$ cat src/rtl/alu_sweep_pkg.sv
// Shared definitions for the exhaustive ALU sweep detector: opcodes, FSM states
// and the golden ALU reference used to judge every DUT result.
package alu_sweep_pkg;

    localparam int GOLD_W = 32;

    localparam logic [7:0] OP_ADD = 8'd0;
    localparam logic [7:0] OP_SUB = 8'd1;
    localparam logic [7:0] OP_AND = 8'd2;
    localparam logic [7:0] OP_OR  = 8'd3;

    typedef enum logic [1:0] {
        IDLE  = 2'd0,
        RUN   = 2'd1,
        DRAIN = 2'd2,
        DONE  = 2'd3
    } sweep_state_e;

    // Result is masked to 'width' bits so callers can cast down without carries leaking in.
    function automatic logic [GOLD_W-1:0] golden_alu(
        input logic [GOLD_W-1:0] a,
        input logic [GOLD_W-1:0] b,
        input logic [7:0]        op,
        input int                width
    );
        logic [GOLD_W-1:0] r;
        logic [GOLD_W-1:0] mask;
        case (op)
            OP_ADD:  r = a + b;
            OP_SUB:  r = a - b;
            OP_AND:  r = a & b;
            OP_OR:   r = a | b;
            default: r = '0;
        endcase
        if (width >= GOLD_W) begin
            mask = '1;
        end else begin
            mask = ~({GOLD_W{1'b1}} << width);
        end
        return r & mask;
    endfunction

endpackage

$ cat src/rtl/alu_sweep_expq.sv
// Expected-value delay line that lines up each issued vector with the DUT result
// arriving LAT cycles later; collapses to plain wires for a combinational DUT.
module alu_sweep_expq
    import alu_sweep_pkg::*;
#(
    parameter int LAT = 0,
    parameter int DW  = 1
) (
    input  logic          clk,
    input  logic          rst_n,
    input  logic          flush,
    input  logic          in_valid,
    input  logic [DW-1:0] in_data,
    output logic          out_valid,
    output logic [DW-1:0] out_data
);

    generate
        if (LAT == 0) begin : g_wire
            assign out_valid = in_valid;
            assign out_data  = in_data;

            logic unused_ok;
            assign unused_ok = ^{clk, rst_n, flush};
        end else begin : g_pipe
            logic [LAT-1:0]         valid_q;
            logic [LAT-1:0][DW-1:0] data_q;

            // Stage 0 is the newest entry; the top stage feeds the comparator.
            always_ff @(posedge clk or negedge rst_n) begin
                if (!rst_n) begin
                    valid_q <= '0;
                    data_q  <= '0;
                end else begin
                    valid_q <= flush ? '0 : LAT'({valid_q, in_valid});
                    data_q  <= (LAT*DW)'({data_q, in_data});
                end
            end

            assign out_valid = valid_q[LAT-1];
            assign out_data  = data_q[LAT-1];
        end
    endgenerate

endmodule

$ cat src/rtl/alu_sweep_detector.sv
// Walks every {op, A, B} through an external ALU, checks each result against the
// golden model, counts mismatches and keeps the first failing vector.
module alu_sweep_detector
    import alu_sweep_pkg::*;
#(
    parameter int WIDTH   = 4,
    parameter int OP_W    = 2,
    parameter int DUT_LAT = 0
) (
    input  logic                      clk,
    input  logic                      rst_n,
    input  logic                      start,
    input  logic                      abort_on_fail,
    output logic [WIDTH-1:0]          stim_a,
    output logic [WIDTH-1:0]          stim_b,
    output logic [OP_W-1:0]           stim_op,
    output logic                      stim_valid,
    input  logic [WIDTH-1:0]          dut_result,
    output logic                      busy,
    output logic                      done,
    output logic [2*WIDTH+OP_W:0]     mismatch_cnt,
    output logic                      trojan_flag,
    output logic                      ff_valid,
    output logic [WIDTH-1:0]          ff_a,
    output logic [WIDTH-1:0]          ff_b,
    output logic [OP_W-1:0]           ff_op,
    output logic [WIDTH-1:0]          ff_exp,
    output logic [WIDTH-1:0]          ff_got
);

    localparam int VW = 2*WIDTH + OP_W;
    localparam int CW = VW + 1;
    localparam int DW = OP_W + 3*WIDTH;

    localparam logic [VW-1:0] VEC_LAST   = '1;
    localparam logic [CW-1:0] CNT_MAX    = '1;
    localparam logic [3:0]    DRAIN_LAST = (DUT_LAT > 0) ? 4'(DUT_LAT - 1) : 4'd0;

    sweep_state_e     state_q;
    logic [VW-1:0]    vec_q;
    logic [3:0]       drain_q;
    logic             armed_q;
    logic             abort_q;
    logic [CW-1:0]    cnt_q;
    logic [CW-1:0]    cnt_d;
    logic             ff_valid_q;
    logic [WIDTH-1:0] ff_a_q;
    logic [WIDTH-1:0] ff_b_q;
    logic [OP_W-1:0]  ff_op_q;
    logic [WIDTH-1:0] ff_exp_q;
    logic [WIDTH-1:0] ff_got_q;

    logic [OP_W-1:0]  vec_op;
    logic [WIDTH-1:0] vec_a;
    logic [WIDTH-1:0] vec_b;
    logic [WIDTH-1:0] vec_exp;

    assign vec_op  = vec_q[VW-1 -: OP_W];
    assign vec_a   = vec_q[2*WIDTH-1 -: WIDTH];
    assign vec_b   = vec_q[WIDTH-1:0];
    assign vec_exp = WIDTH'(golden_alu(GOLD_W'(vec_a), GOLD_W'(vec_b), 8'(vec_op), WIDTH));

    logic             pipe_valid;
    logic [DW-1:0]    pipe_data;
    logic [OP_W-1:0]  cmp_op;
    logic [WIDTH-1:0] cmp_a;
    logic [WIDTH-1:0] cmp_b;
    logic [WIDTH-1:0] cmp_exp;
    logic             hit;
    logic             abort_hit;
    logic             start_ok;
    logic             flush;

    // armed_q blocks a start seen on the very first edge after reset release.
    assign start_ok  = start && armed_q && (state_q == IDLE || state_q == DONE);
    assign hit       = pipe_valid && (dut_result != cmp_exp);
    assign abort_hit = hit && abort_q;
    assign flush     = start_ok || abort_hit;
    assign cnt_d     = (cnt_q == CNT_MAX) ? cnt_q : cnt_q + CW'(1);

    assign {cmp_op, cmp_a, cmp_b, cmp_exp} = pipe_data;

    alu_sweep_expq #(
        .LAT (DUT_LAT),
        .DW  (DW)
    ) u_expq (
        .clk       (clk),
        .rst_n     (rst_n),
        .flush     (flush),
        .in_valid  (stim_valid),
        .in_data   ({vec_op, vec_a, vec_b, vec_exp}),
        .out_valid (pipe_valid),
        .out_data  (pipe_data)
    );

    always_ff @(posedge clk or negedge rst_n) begin
        if (!rst_n) begin
            state_q    <= IDLE;
            vec_q      <= '0;
            drain_q    <= '0;
            armed_q    <= 1'b0;
            abort_q    <= 1'b0;
            cnt_q      <= '0;
            ff_valid_q <= 1'b0;
            ff_a_q     <= '0;
            ff_b_q     <= '0;
            ff_op_q    <= '0;
            ff_exp_q   <= '0;
            ff_got_q   <= '0;
        end else begin
            armed_q <= 1'b1;

            if (hit) begin
                cnt_q <= cnt_d;
                if (!ff_valid_q) begin
                    ff_valid_q <= 1'b1;
                    ff_a_q     <= cmp_a;
                    ff_b_q     <= cmp_b;
                    ff_op_q    <= cmp_op;
                    ff_exp_q   <= cmp_exp;
                    ff_got_q   <= dut_result;
                end
            end

            case (state_q)
                IDLE, DONE: begin
                    if (start_ok) begin
                        state_q    <= RUN;
                        vec_q      <= '0;
                        drain_q    <= '0;
                        abort_q    <= abort_on_fail;
                        cnt_q      <= '0;
                        ff_valid_q <= 1'b0;
                        ff_a_q     <= '0;
                        ff_b_q     <= '0;
                        ff_op_q    <= '0;
                        ff_exp_q   <= '0;
                        ff_got_q   <= '0;
                    end
                end
                RUN: begin
                    // The counter parks on the last vector so DRAIN keeps presenting it.
                    if (abort_hit) begin
                        state_q <= DONE;
                    end else if (vec_q == VEC_LAST) begin
                        state_q <= (DUT_LAT == 0) ? DONE : DRAIN;
                        drain_q <= '0;
                    end else begin
                        vec_q <= vec_q + VW'(1);
                    end
                end
                DRAIN: begin
                    if (abort_hit || drain_q == DRAIN_LAST) begin
                        state_q <= DONE;
                    end else begin
                        drain_q <= drain_q + 4'd1;
                    end
                end
                default: state_q <= IDLE;
            endcase
        end
    end

    assign stim_op      = vec_op;
    assign stim_a       = vec_a;
    assign stim_b       = vec_b;
    assign stim_valid   = (state_q == RUN);
    assign busy         = (state_q == RUN) || (state_q == DRAIN);
    assign done         = (state_q == DONE);
    assign mismatch_cnt = cnt_q;
    assign trojan_flag  = |cnt_q;
    assign ff_valid     = ff_valid_q;
    assign ff_a         = ff_a_q;
    assign ff_b         = ff_b_q;
    assign ff_op        = ff_op_q;
    assign ff_exp       = ff_exp_q;
    assign ff_got       = ff_got_q;

endmodule
$ cat config.mk
export PLATFORM = sky130hd
export DESIGN_NAME = alu_sweep_detector
export DESIGN_NICKNAME = d
export VERILOG_FILES = /design/src/rtl/alu_sweep_pkg.sv /design/src/rtl/alu_sweep_expq.sv /design/src/rtl/alu_sweep_detector.sv
export SDC_FILE = /design/constraint.sdc
export NUM_CORES = 1
export LEC_CHECK = 0
export BUFFER_PORTS_ARGS = -buffer_cell sky130_fd_sc_hd__buf_2
export CORE_ASPECT_RATIO = 0.75
export CORE_MARGIN = 8
export CORE_UTILIZATION = 58
export DETAILED_ROUTE_END_ITERATION = 16
export PLACE_DENSITY = 0.82
export SLEW_MARGIN = 20
export SYNTH_ARGS = -nofsm -noshare
export SYNTH_HDL_FRONTEND = slang
export SYNTH_HIERARCHICAL = 1
export SYNTH_SLANG_ARGS = --single-unit
$ cat constraint.sdc
create_clock -name clk -period 9 [get_ports clk]
set_input_delay 1.35 -clock clk [delete_from_list [all_inputs] [get_ports clk]]
set_output_delay 1.35 -clock clk [all_outputs]
set_load 0.01 [all_outputs]
==> run_summary.xml, run 1 <==
<?xml version="1.0" encoding="UTF-8"?>
<metrics>
  <group name="synth">
    <metric name="number_of_nets_produced_by_synthesis" unit="">366</metric>
    <metric name="netlist_instances" unit="">343</metric>
    <metric name="synth_area_per_cell" unit="um^2">8.67</metric>
    <metric name="syn_area" unit="um^2">2980</metric>
    <metric name="yosys_warnings" unit="">6</metric>
  </group>
  <group name="final_layout">
    <metric name="finalInstanceArea" unit="um^2">3250</metric>
    <metric name="drive_gt1_frac" unit="">0.183</metric>
    <metric name="finalCoreUtilization" unit="">0.660</metric>
    <metric name="finish.net_count" unit="">394</metric>
    <metric name="area_growth" unit="%">9.29</metric>
    <metric name="antenna-diode-count" unit="">0</metric>
  </group>
  <group name="timing">
    <metric name="worst_clock_skew" unit="ps">2.32</metric>
    <metric name="timing.fmax" unit="GHz">0.219</metric>
    <metric name="timing.slew.headroom" unit="">0.509</metric>
    <metric name="worst_slew_pin_slew" unit="ps">732</metric>
    <metric name="timing.setup.tns" unit="ps">0</metric>
    <metric name="finalCritPeriodShare" unit="">0.508</metric>
    <metric name="hold_viol" unit="">0</metric>
    <metric name="unrepaired_setup_endpoints_after_global_routing" unit="">false</metric>
    <metric name="final.min_clock_period" unit="ps">4570</metric>
    <metric name="drv_slew" unit="">0</metric>
    <metric name="report.final.setup_viol" unit="">0</metric>
  </group>
  <group name="global_routing">
    <metric name="vias_in_the_first_global_route" unit="">2397</metric>
    <metric name="gr-usage-all-layers" unit="">0.182</metric>
    <metric name="antenna_violations_before_repair" unit="">0</metric>
    <metric name="global_route.overflow_total" unit="">0</metric>
    <metric name="global_route_wire_length_before_repair" unit="mm">11.6</metric>
    <metric name="pin_count_of_the_biggest_net_entering_global_routing" unit="">49</metric>
  </group>
  <group name="drt">
    <metric name="drtPass1Iterations" unit="">4</metric>
    <metric name="number_of_design_rule_violations_left_by_the_first_detailed_router_iteration" unit="">208</metric>
    <metric name="via_per_inst" unit="">6.00</metric>
    <metric name="vias" unit="">2592</metric>
    <metric name="finalWirelength" unit="mm">6.90</metric>
    <metric name="routed_len_inst" unit="um">16.0</metric>
    <metric name="drc_errors" unit="">0</metric>
    <metric name="drt.antenna.violating_nets" unit="">0</metric>
  </group>
  <group name="die">
    <metric name="die-height" unit="um">78.0</metric>
    <metric name="floorplan.io_pins" unit="">52</metric>
    <metric name="design.die.area" unit="um^2">7700</metric>
    <metric name="rows" unit="">22</metric>
    <metric name="core-area" unit="um^2">4930</metric>
    <metric name="die_w" unit="um">98.7</metric>
    <metric name="floorplan.initialDensity" unit="">0.604</metric>
  </group>
  <group name="worst_setup_path">
    <metric name="register_to_register_setup_slack" unit="ps">4430</metric>
    <metric name="worst-endpoint-required" unit="ps">9220</metric>
    <metric name="start_kind" unit="">register</metric>
    <metric name="critical_path.endpoint_type" unit="">register</metric>
    <metric name="critical_path_peak_fanout" unit="">12</metric>
    <metric name="criticalPathCategory" unit="">reg2reg</metric>
    <metric name="cp.arrival" unit="ps">4800</metric>
  </group>
  <group name="power">
    <metric name="fin_total_pwr" unit="uW">809</metric>
    <metric name="static-leakage-power" unit="nW">1.57</metric>
    <metric name="ir_drop" unit="mV">0.104</metric>
    <metric name="pd_cells" unit="nW/um^2">249</metric>
  </group>
  <group name="clocking">
    <metric name="clock_pin_slew_worst_setup_and_hold_paths" unit="ps">90</metric>
    <metric name="clock-sinks" unit="">48</metric>
    <metric name="cts-hold-fix-buffers" unit="">0</metric>
    <metric name="cts_max_path_buffers" unit="">2</metric>
    <metric name="worst_skew_pair.late_latency" unit="ps">300</metric>
    <metric name="cts_root_buf" unit="">sky130_fd_sc_hd__clkbuf_8</metric>
    <metric name="tritoncts_clock_tree" unit="">yes</metric>
    <metric name="tritoncts.num_buffers" unit="">5</metric>
    <metric name="postCtsSetupRepairBufs" unit="">0</metric>
    <metric name="cts_repair_resize_count" unit="">0</metric>
    <metric name="ctsHtreeMaxLevel" unit="">2</metric>
  </group>
  <group name="placed_design">
    <metric name="numPortBuffers" unit="">51</metric>
    <metric name="dpl.hpwl" unit="mm">5.07</metric>
    <metric name="placement.cell_area" unit="um^2">3140</metric>
    <metric name="routabilityCongestion" unit="">0.859</metric>
  </group>
  <group name="flow_run">
    <metric name="cap_violations" unit="">0</metric>
  </group>
  <group name="hold_path">
    <metric name="worst_hold_path_type" unit="">reg2reg</metric>
  </group>
  <group name="run_status">
    <metric name="run_status" unit="">finished clean</metric>
  </group>
</metrics>
[cell type report]
class                      count  area, um^2
fill                         398        1680
timing repair buffer          52         265
tap                           60        75.1
sequential                    48        1200
inverter                      14        52.6
multi-input combinational    250        1550
clock inverter                 2        35.0
clock buffer                   6        72.6
[where the power goes]
group / switching (mW) / leakage, nW / internal (mW)
registers: 0.0403 / 0.645 / 0.250
logic: 0.230 / 0.869 / 0.135
clock network: 0.0710 / 0.0552 / 0.0825
total: 0.341 / 1.57 / 0.468
[worst max-delay path: stages (launching register included)]
cell and delay (ps):
sky130_fd_sc_hd__dfrtp_1 500, sky130_fd_sc_hd__inv_1 150, sky130_fd_sc_hd__ha_1 340, sky130_fd_sc_hd__mux2i_1 270, sky130_fd_sc_hd__ha_1 310, sky130_fd_sc_hd__nor2b_1 140
sky130_fd_sc_hd__o21a_1 200, sky130_fd_sc_hd__a2111oi_0 400, sky130_fd_sc_hd__nor3_1 100, sky130_fd_sc_hd__o21a_1 150, sky130_fd_sc_hd__xor2_1 200, sky130_fd_sc_hd__o41ai_4 610
sky130_fd_sc_hd__o21ai_1 400, sky130_fd_sc_hd__or4_1 590, sky130_fd_sc_hd__a21oi_1 160
[worst paths after layout]
path / start / end / cells past startpoint
max in group asynchronous: rst_n / mismatch_cnt[8] / 1
max: vec_q[0] / vec_q[8] / 14
min in group asynchronous: rst_n / vec_q[6] / 1
min reg2reg: ff_got[0] / ff_got[0] / 2
min: ff_got[0] / ff_got[0] / 2
max reg2reg: vec_q[0] / vec_q[8] / 14
[state kept, by name, summed over array words and instances (netlist names)]
signal        count
drain_q           4
ff_a              4
mismatch_cnt     11
ff_got            4
state_q           2
armed_q           1
vec_q            10
ff_op             2
ff_valid          1
ff_b              4
ff_exp            4
abort_q           1
[layer usage]
metal | vias up | global-route usage | wire length (um)
met4 | 0 | 0.0443 | 48
met1 | 1255 | 0.237 | 3060
met5 | - | 0 | 0
li1 | 1240 | - | -
met2 | 91 | 0.297 | 3290
met3 | 6 | 0.0458 | 509
[cell usage in the layout, fill, tap and decap left out, types with 4 or more instances in the layout]
master                     count
sky130_fd_sc_hd__nand3_1      12
sky130_fd_sc_hd__nor2_1       19
sky130_fd_sc_hd__clkbuf_8      5
sky130_fd_sc_hd__o21ai_0       8
sky130_fd_sc_hd__dfrtp_1      48
sky130_fd_sc_hd__nor3_1        6
sky130_fd_sc_hd__inv_1        14
sky130_fd_sc_hd__ha_1         14
sky130_fd_sc_hd__a21oi_1      32
sky130_fd_sc_hd__xnor2_1       4
sky130_fd_sc_hd__and3_1        5
sky130_fd_sc_hd__xor2_1        7
sky130_fd_sc_hd__o21a_1        5
sky130_fd_sc_hd__nand2_1      64
sky130_fd_sc_hd__nor2b_1       4
sky130_fd_sc_hd__buf_2        50
sky130_fd_sc_hd__or3_1         7
[stage by stage]
| step | cells | setup slack (ps) | hold slack, ps |
|---|---|---|---|
| 2_1_floorplan | 343 | 4980 | 496 |
| 3_3_place_gp | 424 | 4820 | 505 |
| 3_5_place_dp | 424 | 4510 | 511 |
| 4_1_cts | 432 | 4440 | 524 |
| 5_1_grt | 432 | 4100 | 541 |
| 6_report | 432 | 4430 | 518 |
No activity file was read; power rests on OpenSTA's default activity.
==> run 2, diff against run 1 <==
--- a/config.mk
+++ b/config.mk
@@ -8,9 +8,9 @@
 export BUFFER_PORTS_ARGS = -buffer_cell sky130_fd_sc_hd__buf_2
 export CORE_ASPECT_RATIO = 0.75
 export CORE_MARGIN = 8
-export CORE_UTILIZATION = 58
+export CORE_UTILIZATION = 56
 export DETAILED_ROUTE_END_ITERATION = 16
-export PLACE_DENSITY = 0.82
+export PLACE_DENSITY = 0.8
 export SLEW_MARGIN = 20
 export SYNTH_ARGS = -nofsm -noshare
 export SYNTH_HDL_FRONTEND = slang
==> constraint.sdc (replaced) <==
create_clock -name clk -period 4.7 [get_ports clk]
set_input_delay 0.705 -clock clk [delete_from_list [all_inputs] [get_ports clk]]
set_output_delay 0.705 -clock clk [all_outputs]
set_load 0.01 [all_outputs]
==> run 2 against run 1 <==
Compared with the run above: sequential power up 91%; setup slack worse by 3900 ps; clock power up 99%; largest cell class unchanged; clock skew up 4.9 ps; global-route usage down 0.26 points; largest power group unchanged; critical path depth unchanged; final cell count up 3.9%; maximum frequency up 10%; critical path type unchanged; utilization down 3.1 points; critical endpoint is now ff_exp[3].
==> run_summary.xml, run 2 (synthesis gave the netlist of run 1 again) <==
<?xml version="1.0" encoding="UTF-8"?>
<metrics>
  <group name="drt">
    <metric name="number_of_design_rule_violations_left_by_the_first_detailed_router_iteration" unit="">169</metric>
    <metric name="via_per_inst" unit="">5.70</metric>
    <metric name="drc_errors" unit="">0</metric>
    <metric name="finalWirelength" unit="mm">7.00</metric>
    <metric name="drt.antenna.violating_nets" unit="">0</metric>
    <metric name="drtPass1Iterations" unit="">4</metric>
    <metric name="vias" unit="">2561</metric>
    <metric name="routed_len_inst" unit="um">15.6</metric>
  </group>
  <group name="power">
    <metric name="ir_drop" unit="mV">0.256</metric>
    <metric name="static-leakage-power" unit="nW">1.59</metric>
    <metric name="p_clk_frac" unit="">0.195</metric>
    <metric name="netSwitchingFraction" unit="">0.426</metric>
    <metric name="power_switching" unit="uW">668</metric>
    <metric name="p_comb_frac" unit="">0.451</metric>
    <metric name="sequential_cell_fraction_of_total_power" unit="">0.354</metric>
    <metric name="pd_cells" unit="nW/um^2">476</metric>
    <metric name="internal_power" unit="uW">900</metric>
  </group>
  <group name="worst_setup_path">
    <metric name="register_to_register_setup_slack" unit="ps">560</metric>
    <metric name="r2r-start" unit="">vec_q[0]</metric>
    <metric name="worst-endpoint-required" unit="ps">4930</metric>
    <metric name="critical_path_peak_fanout" unit="">18</metric>
    <metric name="critical_path.endpoint_type" unit="">register</metric>
    <metric name="cp.arrival" unit="ps">4370</metric>
    <metric name="worst_path_largest_cell_delay" unit="ps">600</metric>
    <metric name="cp_cell_sequence" unit="">inv_1 -&gt; ha_1 -&gt; mux2i_1 -&gt; ha_1 -&gt; nor2b_1 -&gt; o21a_1 -&gt; a2111oi_0 -&gt; nor3_1 -&gt; o21a_1 -&gt; xor2_1 -&gt; o41a_1 -&gt; nand2b_1 -&gt; nand2_1 -&gt; a21oi_1</metric>
    <metric name="r2r.worst_path.cells" unit="">14</metric>
    <metric name="worst_r2r_endpoint" unit="">ff_exp[3]</metric>
    <metric name="cp_slowest_cell" unit="">sky130_fd_sc_hd__o41a_1</metric>
    <metric name="start_kind" unit="">register</metric>
    <metric name="criticalPathCategory" unit="">reg2reg</metric>
  </group>
  <group name="final_layout">
    <metric name="finish.net_count" unit="">396</metric>
    <metric name="drive_gt1_frac" unit="">0.190</metric>
    <metric name="sequential_cell_area" unit="um^2">1200</metric>
    <metric name="layout.filler_cells" unit="">465</metric>
    <metric name="layout_common_cells" unit="">sky130_fd_sc_hd__nand2_1, sky130_fd_sc_hd__buf_2, sky130_fd_sc_hd__dfrtp_1</metric>
    <metric name="area_growth" unit="%">10.8</metric>
    <metric name="largest_register_ffs" unit="">11</metric>
    <metric name="layout_commonest_cell" unit="">sky130_fd_sc_hd__nand2_1</metric>
    <metric name="multi_input_comb_area" unit="um^2">1550</metric>
    <metric name="antenna-diode-count" unit="">0</metric>
  </group>
  <group name="clocking">
    <metric name="cts_repair_resize_count" unit="">0</metric>
    <metric name="tritoncts_clock_tree" unit="">yes</metric>
    <metric name="clock-sinks" unit="">48</metric>
    <metric name="postCtsSetupRepairBufs" unit="">0</metric>
    <metric name="cts-hold-fix-buffers" unit="">0</metric>
    <metric name="ctsHtreeMaxLevel" unit="">2</metric>
    <metric name="tritoncts.num_buffers" unit="">5</metric>
    <metric name="cts_max_path_buffers" unit="">2</metric>
    <metric name="worst_skew_pair.late_latency" unit="ps">300</metric>
    <metric name="clock_pin_slew_worst_setup_and_hold_paths" unit="ps">90</metric>
    <metric name="cts_root_buf" unit="">sky130_fd_sc_hd__clkbuf_8</metric>
  </group>
  <group name="die">
    <metric name="floorplan.io_pins" unit="">52</metric>
    <metric name="die-height" unit="um">79.1</metric>
    <metric name="rows" unit="">23</metric>
    <metric name="design.die.area" unit="um^2">7930</metric>
    <metric name="die_w" unit="um">100</metric>
    <metric name="core-area" unit="um^2">5240</metric>
    <metric name="floorplan.initialDensity" unit="">0.568</metric>
  </group>
  <group name="timing">
    <metric name="timing.fmax" unit="GHz">0.241</metric>
    <metric name="worst_slew_pin_slew" unit="ps">1070</metric>
    <metric name="report.final.setup_viol" unit="">0</metric>
    <metric name="timing.slew.headroom" unit="">0.284</metric>
    <metric name="unrepaired_setup_endpoints_after_global_routing" unit="">false</metric>
    <metric name="hold_viol" unit="">0</metric>
    <metric name="final.min_clock_period" unit="ps">4140</metric>
    <metric name="timing.final.ws_setup" unit="ps">558</metric>
    <metric name="timing.setup.tns" unit="ps">0</metric>
    <metric name="finalCritPeriodShare" unit="">0.881</metric>
    <metric name="worst_clock_skew" unit="ps">7.23</metric>
    <metric name="fin_hold_ws" unit="ps">399</metric>
    <metric name="drv_slew" unit="">0</metric>
  </group>
  <group name="hold_path">
    <metric name="worst_hold_path_type" unit="">in2async</metric>
  </group>
  <group name="placed_design">
    <metric name="numPortBuffers" unit="">51</metric>
    <metric name="routabilityCongestion" unit="">0.843</metric>
    <metric name="dp_slack" unit="ps">359</metric>
    <metric name="dpl.hpwl" unit="mm">5.05</metric>
  </group>
  <group name="global_routing">
    <metric name="antenna_violations_before_repair" unit="">0</metric>
    <metric name="gr-usage-all-layers" unit="">0.179</metric>
    <metric name="global_route_wire_length_before_repair" unit="mm">11.8</metric>
    <metric name="vias_in_the_first_global_route" unit="">2411</metric>
    <metric name="global_route.overflow_total" unit="">0</metric>
    <metric name="pin_count_of_the_biggest_net_entering_global_routing" unit="">49</metric>
  </group>
  <group name="run_status">
    <metric name="run_status" unit="">finished clean</metric>
  </group>
  <group name="flow_run">
    <metric name="cap_violations" unit="">0</metric>
  </group>
</metrics>
[run 2: stage by stage]
step	utilization	power, mW	instance area, um^2	instances
final	0.629	1.57	3300	449
after global routing	0.629	1.68	3300	449
after CTS	0.628	1.57	3290	449
after detailed placement	0.606	1.26	3170	441
after global placement	0.606	1.24	3170	441
after floorplan	-	1.13	2980	343
[run 2: how the worst max path moves through the flow]
stage | from | to | depth (start not counted) | slack, ps
after floorplan | vec_q[8] | drain_q[0] | 16 | 680
after global placement | vec_q[0] | vec_q[8] | 14 | 510
after detailed placement | vec_q[0] | vec_q[8] | 14 | 360
after CTS | vec_q[0] | vec_q[8] | 14 | 320
after global routing | vec_q[0] | ff_exp[1] | 14 | 90
final | vec_q[0] | ff_exp[3] | 14 | 560
[run 2: area by class of cell]
class,instances,share of cell area
inverter,14,0.0159
clock buffer,5,0.0209
multi-input combinational,250,0.471
tap,75,0.0285
sequential,48,0.364
clock inverter,3,0.0144
timing repair buffer,54,0.0850
[run 2: worst max-delay path: cells and delay by family (launching register included)]
kind / cells / cell delay [ps]
AND/OR/NAND/NOR: 4 / 920
XOR/XNOR: 1 / 200
buffers and inverters: 1 / 130
multiplexers: 1 / 240
flip-flops: 1 / 490
adder cells (fa/ha/maj): 2 / 610
AO/OA/AOI/OAI: 5 / 1470
[run 2: routing by layer]
metal,global-route usage,part of all wire,up-vias
li1,-,-,1241
met1,0.249,0.46,1214
met2,0.275,0.45,97
met3,0.0437,0.082,9
met4,0.0391,0.0080,0
met5,0,0,-
[run 2: power by group through the flow]
stage                     combinational (mW)  sequential (mW)  clock [mW]
after floorplan                        0.560            0.568           0
after detailed placement               0.704            0.561           0
after CTS                              0.708            0.553       0.313
final                                  0.707            0.555       0.306
after global routing                   0.788            0.565       0.328
after global placement                 0.681            0.559           0
==> run 3, diff against run 2 <==
--- a/config.mk
+++ b/config.mk
@@ -7,10 +7,10 @@
 export LEC_CHECK = 0
 export BUFFER_PORTS_ARGS = -buffer_cell sky130_fd_sc_hd__buf_2
 export CORE_ASPECT_RATIO = 0.75
-export CORE_MARGIN = 8
 export CORE_UTILIZATION = 56
 export DETAILED_ROUTE_END_ITERATION = 16
-export PLACE_DENSITY = 0.8
+export MAX_ROUTING_LAYER = met4
+export PLACE_DENSITY = 0.77
 export SLEW_MARGIN = 20
 export SYNTH_ARGS = -nofsm -noshare
 export SYNTH_HDL_FRONTEND = slang
==> run 3 against run 2 <==
Compared with the run above: global-route usage up 7.6 points; utilization up 2.3 points; flip-flop and latch count unchanged; critical endpoint is now vec_q[8]; largest cell class unchanged; largest power group unchanged.
==> run_summary.xml, run 3 (synthesis gave the netlist of run 1 again) <==
<?xml version="1.0" encoding="UTF-8"?>
<metrics>
  <group name="global_routing">
    <metric name="antenna_violations_before_repair" unit="">0</metric>
    <metric name="m1_gr_usage" unit="">0.377</metric>
    <metric name="grt-busiest-layer" unit="">met1</metric>
    <metric name="use_met2" unit="">0.370</metric>
    <metric name="global_route.overflow_total" unit="">0</metric>
    <metric name="gr-usage-all-layers" unit="">0.255</metric>
    <metric name="vias_in_the_first_global_route" unit="">2218</metric>
    <metric name="global_route.usage.met3" unit="">0.0415</metric>
    <metric name="global_route_wire_length_before_repair" unit="mm">10.9</metric>
    <metric name="pin_count_of_the_biggest_net_entering_global_routing" unit="">49</metric>
  </group>
  <group name="die">
    <metric name="die_w" unit="um">86.2</metric>
    <metric name="rows" unit="">22</metric>
    <metric name="die-height" unit="um">65.1</metric>
    <metric name="floorplan.initialDensity" unit="">0.594</metric>
    <metric name="design.die.area" unit="um^2">5610</metric>
    <metric name="floorplan.io_pins" unit="">52</metric>
    <metric name="core-area" unit="um^2">5010</metric>
  </group>
  <group name="power">
    <metric name="static-leakage-power" unit="nW">1.57</metric>
    <metric name="ir_drop" unit="mV">0.183</metric>
    <metric name="p_clk_frac" unit="">0.169</metric>
    <metric name="netSwitchingFraction" unit="">0.430</metric>
    <metric name="p_comb_frac" unit="">0.461</metric>
    <metric name="pd_cells" unit="nW/um^2">462</metric>
    <metric name="internal_power" unit="uW">860</metric>
    <metric name="power_switching" unit="uW">650</metric>
    <metric name="sequential_cell_fraction_of_total_power" unit="">0.370</metric>
  </group>
  <group name="worst_setup_path">
    <metric name="register_to_register_setup_slack" unit="ps">390</metric>
    <metric name="worst_r2r_endpoint" unit="">vec_q[8]</metric>
    <metric name="worst_path_largest_cell_delay" unit="ps">610</metric>
    <metric name="criticalPathCategory" unit="">reg2reg</metric>
    <metric name="cp_slowest_cell" unit="">sky130_fd_sc_hd__o41ai_4</metric>
    <metric name="r2r-start" unit="">vec_q[0]</metric>
    <metric name="r2r.worst_path.cells" unit="">14</metric>
    <metric name="critical_path.endpoint_type" unit="">register</metric>
    <metric name="start_kind" unit="">register</metric>
    <metric name="cp.arrival" unit="ps">4540</metric>
    <metric name="worst-endpoint-required" unit="ps">4930</metric>
    <metric name="critical_path_peak_fanout" unit="">12</metric>
    <metric name="cp_cell_sequence" unit="">inv_1 -&gt; ha_1 -&gt; mux2i_1 -&gt; ha_1 -&gt; nor2b_1 -&gt; o21a_1 -&gt; a2111oi_0 -&gt; nor3_1 -&gt; o21a_1 -&gt; xor2_1 -&gt; o41ai_4 -&gt; o21ai_2 -&gt; or4_1 -&gt; a21oi_1</metric>
  </group>
  <group name="final_layout">
    <metric name="drive_gt1_frac" unit="">0.187</metric>
    <metric name="multi_input_comb_area" unit="um^2">1550</metric>
    <metric name="layout_common_cells" unit="">sky130_fd_sc_hd__nand2_1, sky130_fd_sc_hd__buf_2, sky130_fd_sc_hd__dfrtp_1</metric>
    <metric name="layout_commonest_cell" unit="">sky130_fd_sc_hd__nand2_1</metric>
    <metric name="finalInstanceArea" unit="um^2">3270</metric>
    <metric name="finalCoreUtilization" unit="">0.652</metric>
    <metric name="largest_register_ffs" unit="">11</metric>
    <metric name="finish.net_count" unit="">396</metric>
    <metric name="area_growth" unit="%">9.84</metric>
    <metric name="layout.filler_cells" unit="">444</metric>
    <metric name="sequential_cell_area" unit="um^2">1200</metric>
    <metric name="antenna-diode-count" unit="">0</metric>
  </group>
  <group name="clocking">
    <metric name="tritoncts.num_buffers" unit="">5</metric>
    <metric name="tritoncts_clock_tree" unit="">yes</metric>
    <metric name="clock_pin_slew_worst_setup_and_hold_paths" unit="ps">90</metric>
    <metric name="cts_root_buf" unit="">sky130_fd_sc_hd__clkbuf_8</metric>
    <metric name="postCtsSetupRepairBufs" unit="">0</metric>
    <metric name="ctsHtreeMaxLevel" unit="">2</metric>
    <metric name="clock-sinks" unit="">48</metric>
    <metric name="worst_skew_pair.late_latency" unit="ps">300</metric>
    <metric name="cts_max_path_buffers" unit="">2</metric>
  </group>
  <group name="placed_design">
    <metric name="placement.cell_area" unit="um^2">3170</metric>
    <metric name="routabilityCongestion" unit="">0.877</metric>
    <metric name="dpl.hpwl" unit="mm">4.63</metric>
    <metric name="dp_slack" unit="ps">282</metric>
    <metric name="numPortBuffers" unit="">51</metric>
  </group>
  <group name="timing">
    <metric name="drv_slew" unit="">0</metric>
    <metric name="unrepaired_setup_endpoints_after_global_routing" unit="">false</metric>
    <metric name="final.min_clock_period" unit="ps">4310</metric>
    <metric name="finalCritPeriodShare" unit="">0.917</metric>
    <metric name="worst_clock_skew" unit="ps">5.83</metric>
    <metric name="hold_viol" unit="">0</metric>
    <metric name="timing.slew.headroom" unit="">0.548</metric>
    <metric name="worst_slew_pin_slew" unit="ps">677</metric>
    <metric name="timing.setup.tns" unit="ps">0</metric>
    <metric name="report.final.setup_viol" unit="">0</metric>
    <metric name="timing.final.ws_setup" unit="ps">388</metric>
    <metric name="timing.fmax" unit="GHz">0.232</metric>
  </group>
  <group name="drt">
    <metric name="drc_errors" unit="">0</metric>
    <metric name="number_of_design_rule_violations_left_by_the_first_detailed_router_iteration" unit="">154</metric>
    <metric name="routed_len_inst" unit="um">14.7</metric>
    <metric name="via_per_inst" unit="">5.72</metric>
    <metric name="drtPass1Iterations" unit="">4</metric>
    <metric name="drt.antenna.violating_nets" unit="">0</metric>
    <metric name="finalWirelength" unit="mm">6.55</metric>
    <metric name="vias" unit="">2549</metric>
  </group>
  <group name="hold_path">
    <metric name="worst_hold_path_type" unit="">in2async</metric>
  </group>
  <group name="run_status">
    <metric name="run_status" unit="">finished clean</metric>
  </group>
  <group name="flow_run">
    <metric name="cap_violations" unit="">0</metric>
  </group>
</metrics>
[run 3: changes by cell type in the layout (fill, tap and decap cells not counted), sizes merged]
cell	change
bufinv	-1
clkinv	-2
clkbuf	+3
[run 3: how the worst max path moves through the flow]
stage            endpoint  startpoint  slack (ps)  cells after the start
2_1_floorplan  drain_q[0]    vec_q[8]         680                     16
3_3_place_gp     vec_q[8]    vec_q[0]         530                     14
3_5_place_dp     vec_q[8]    vec_q[0]         280                     14
4_1_cts          vec_q[8]    vec_q[0]         260                     14
5_1_grt          vec_q[9]    vec_q[0]          80                     14
6_report         vec_q[8]    vec_q[0]         390                     14
[run 3: stage by stage]
step / std cells / power [mW] / hold WS [ps]
final: 446 / 1.51 / 417
after CTS: 446 / 1.51 / 525
after global routing: 446 / 1.62 / 459
after floorplan: 343 / 1.13 / 409
after detailed placement: 438 / 1.25 / 513
after global placement: 438 / 1.23 / 505
[run 3: area by class of cell]
cell class,count,share of cell area
multi-input cells,250,0.475
repair buffers,54,0.0858
well taps,72,0.0276
flip-flops and latches,48,0.368
clock buffers,8,0.0276
inverters,14,0.0161
[run 3: worst max-delay path, delay by kind of cell, from the launching register on]
kind	cells	cell delay, ps
flip-flops	1	500
AO/OA/AOI/OAI	6	1730
adder cells (fa/ha/maj)	2	630
XOR/XNOR	1	200
buffers and inverters	1	150
AND/OR/NAND/NOR	3	780
multiplexers	1	250
[run 3: repair_timing]
item,CTS,global route
gates resized for setup,0,1
hold buffers,0,0
setup endpoints to repair,0,1
[run 3: power groups by stage]
| stage | logic [mW] | registers (mW) | clock network (mW) |
|---|---|---|---|
| global placement | 0.676 | 0.559 | 0 |
| CTS | 0.693 | 0.555 | 0.261 |
| global route | 0.779 | 0.568 | 0.272 |
| finish | 0.697 | 0.558 | 0.255 |
| floorplan | 0.560 | 0.568 | 0 |
| detailed placement | 0.689 | 0.564 | 0 |
[run 3: metal layers]
layer,routed length [um],part of all wire
met3,277,0.042
met5,0,0
met4,47,0.0072
met2,2860,0.44
met1,3360,0.51
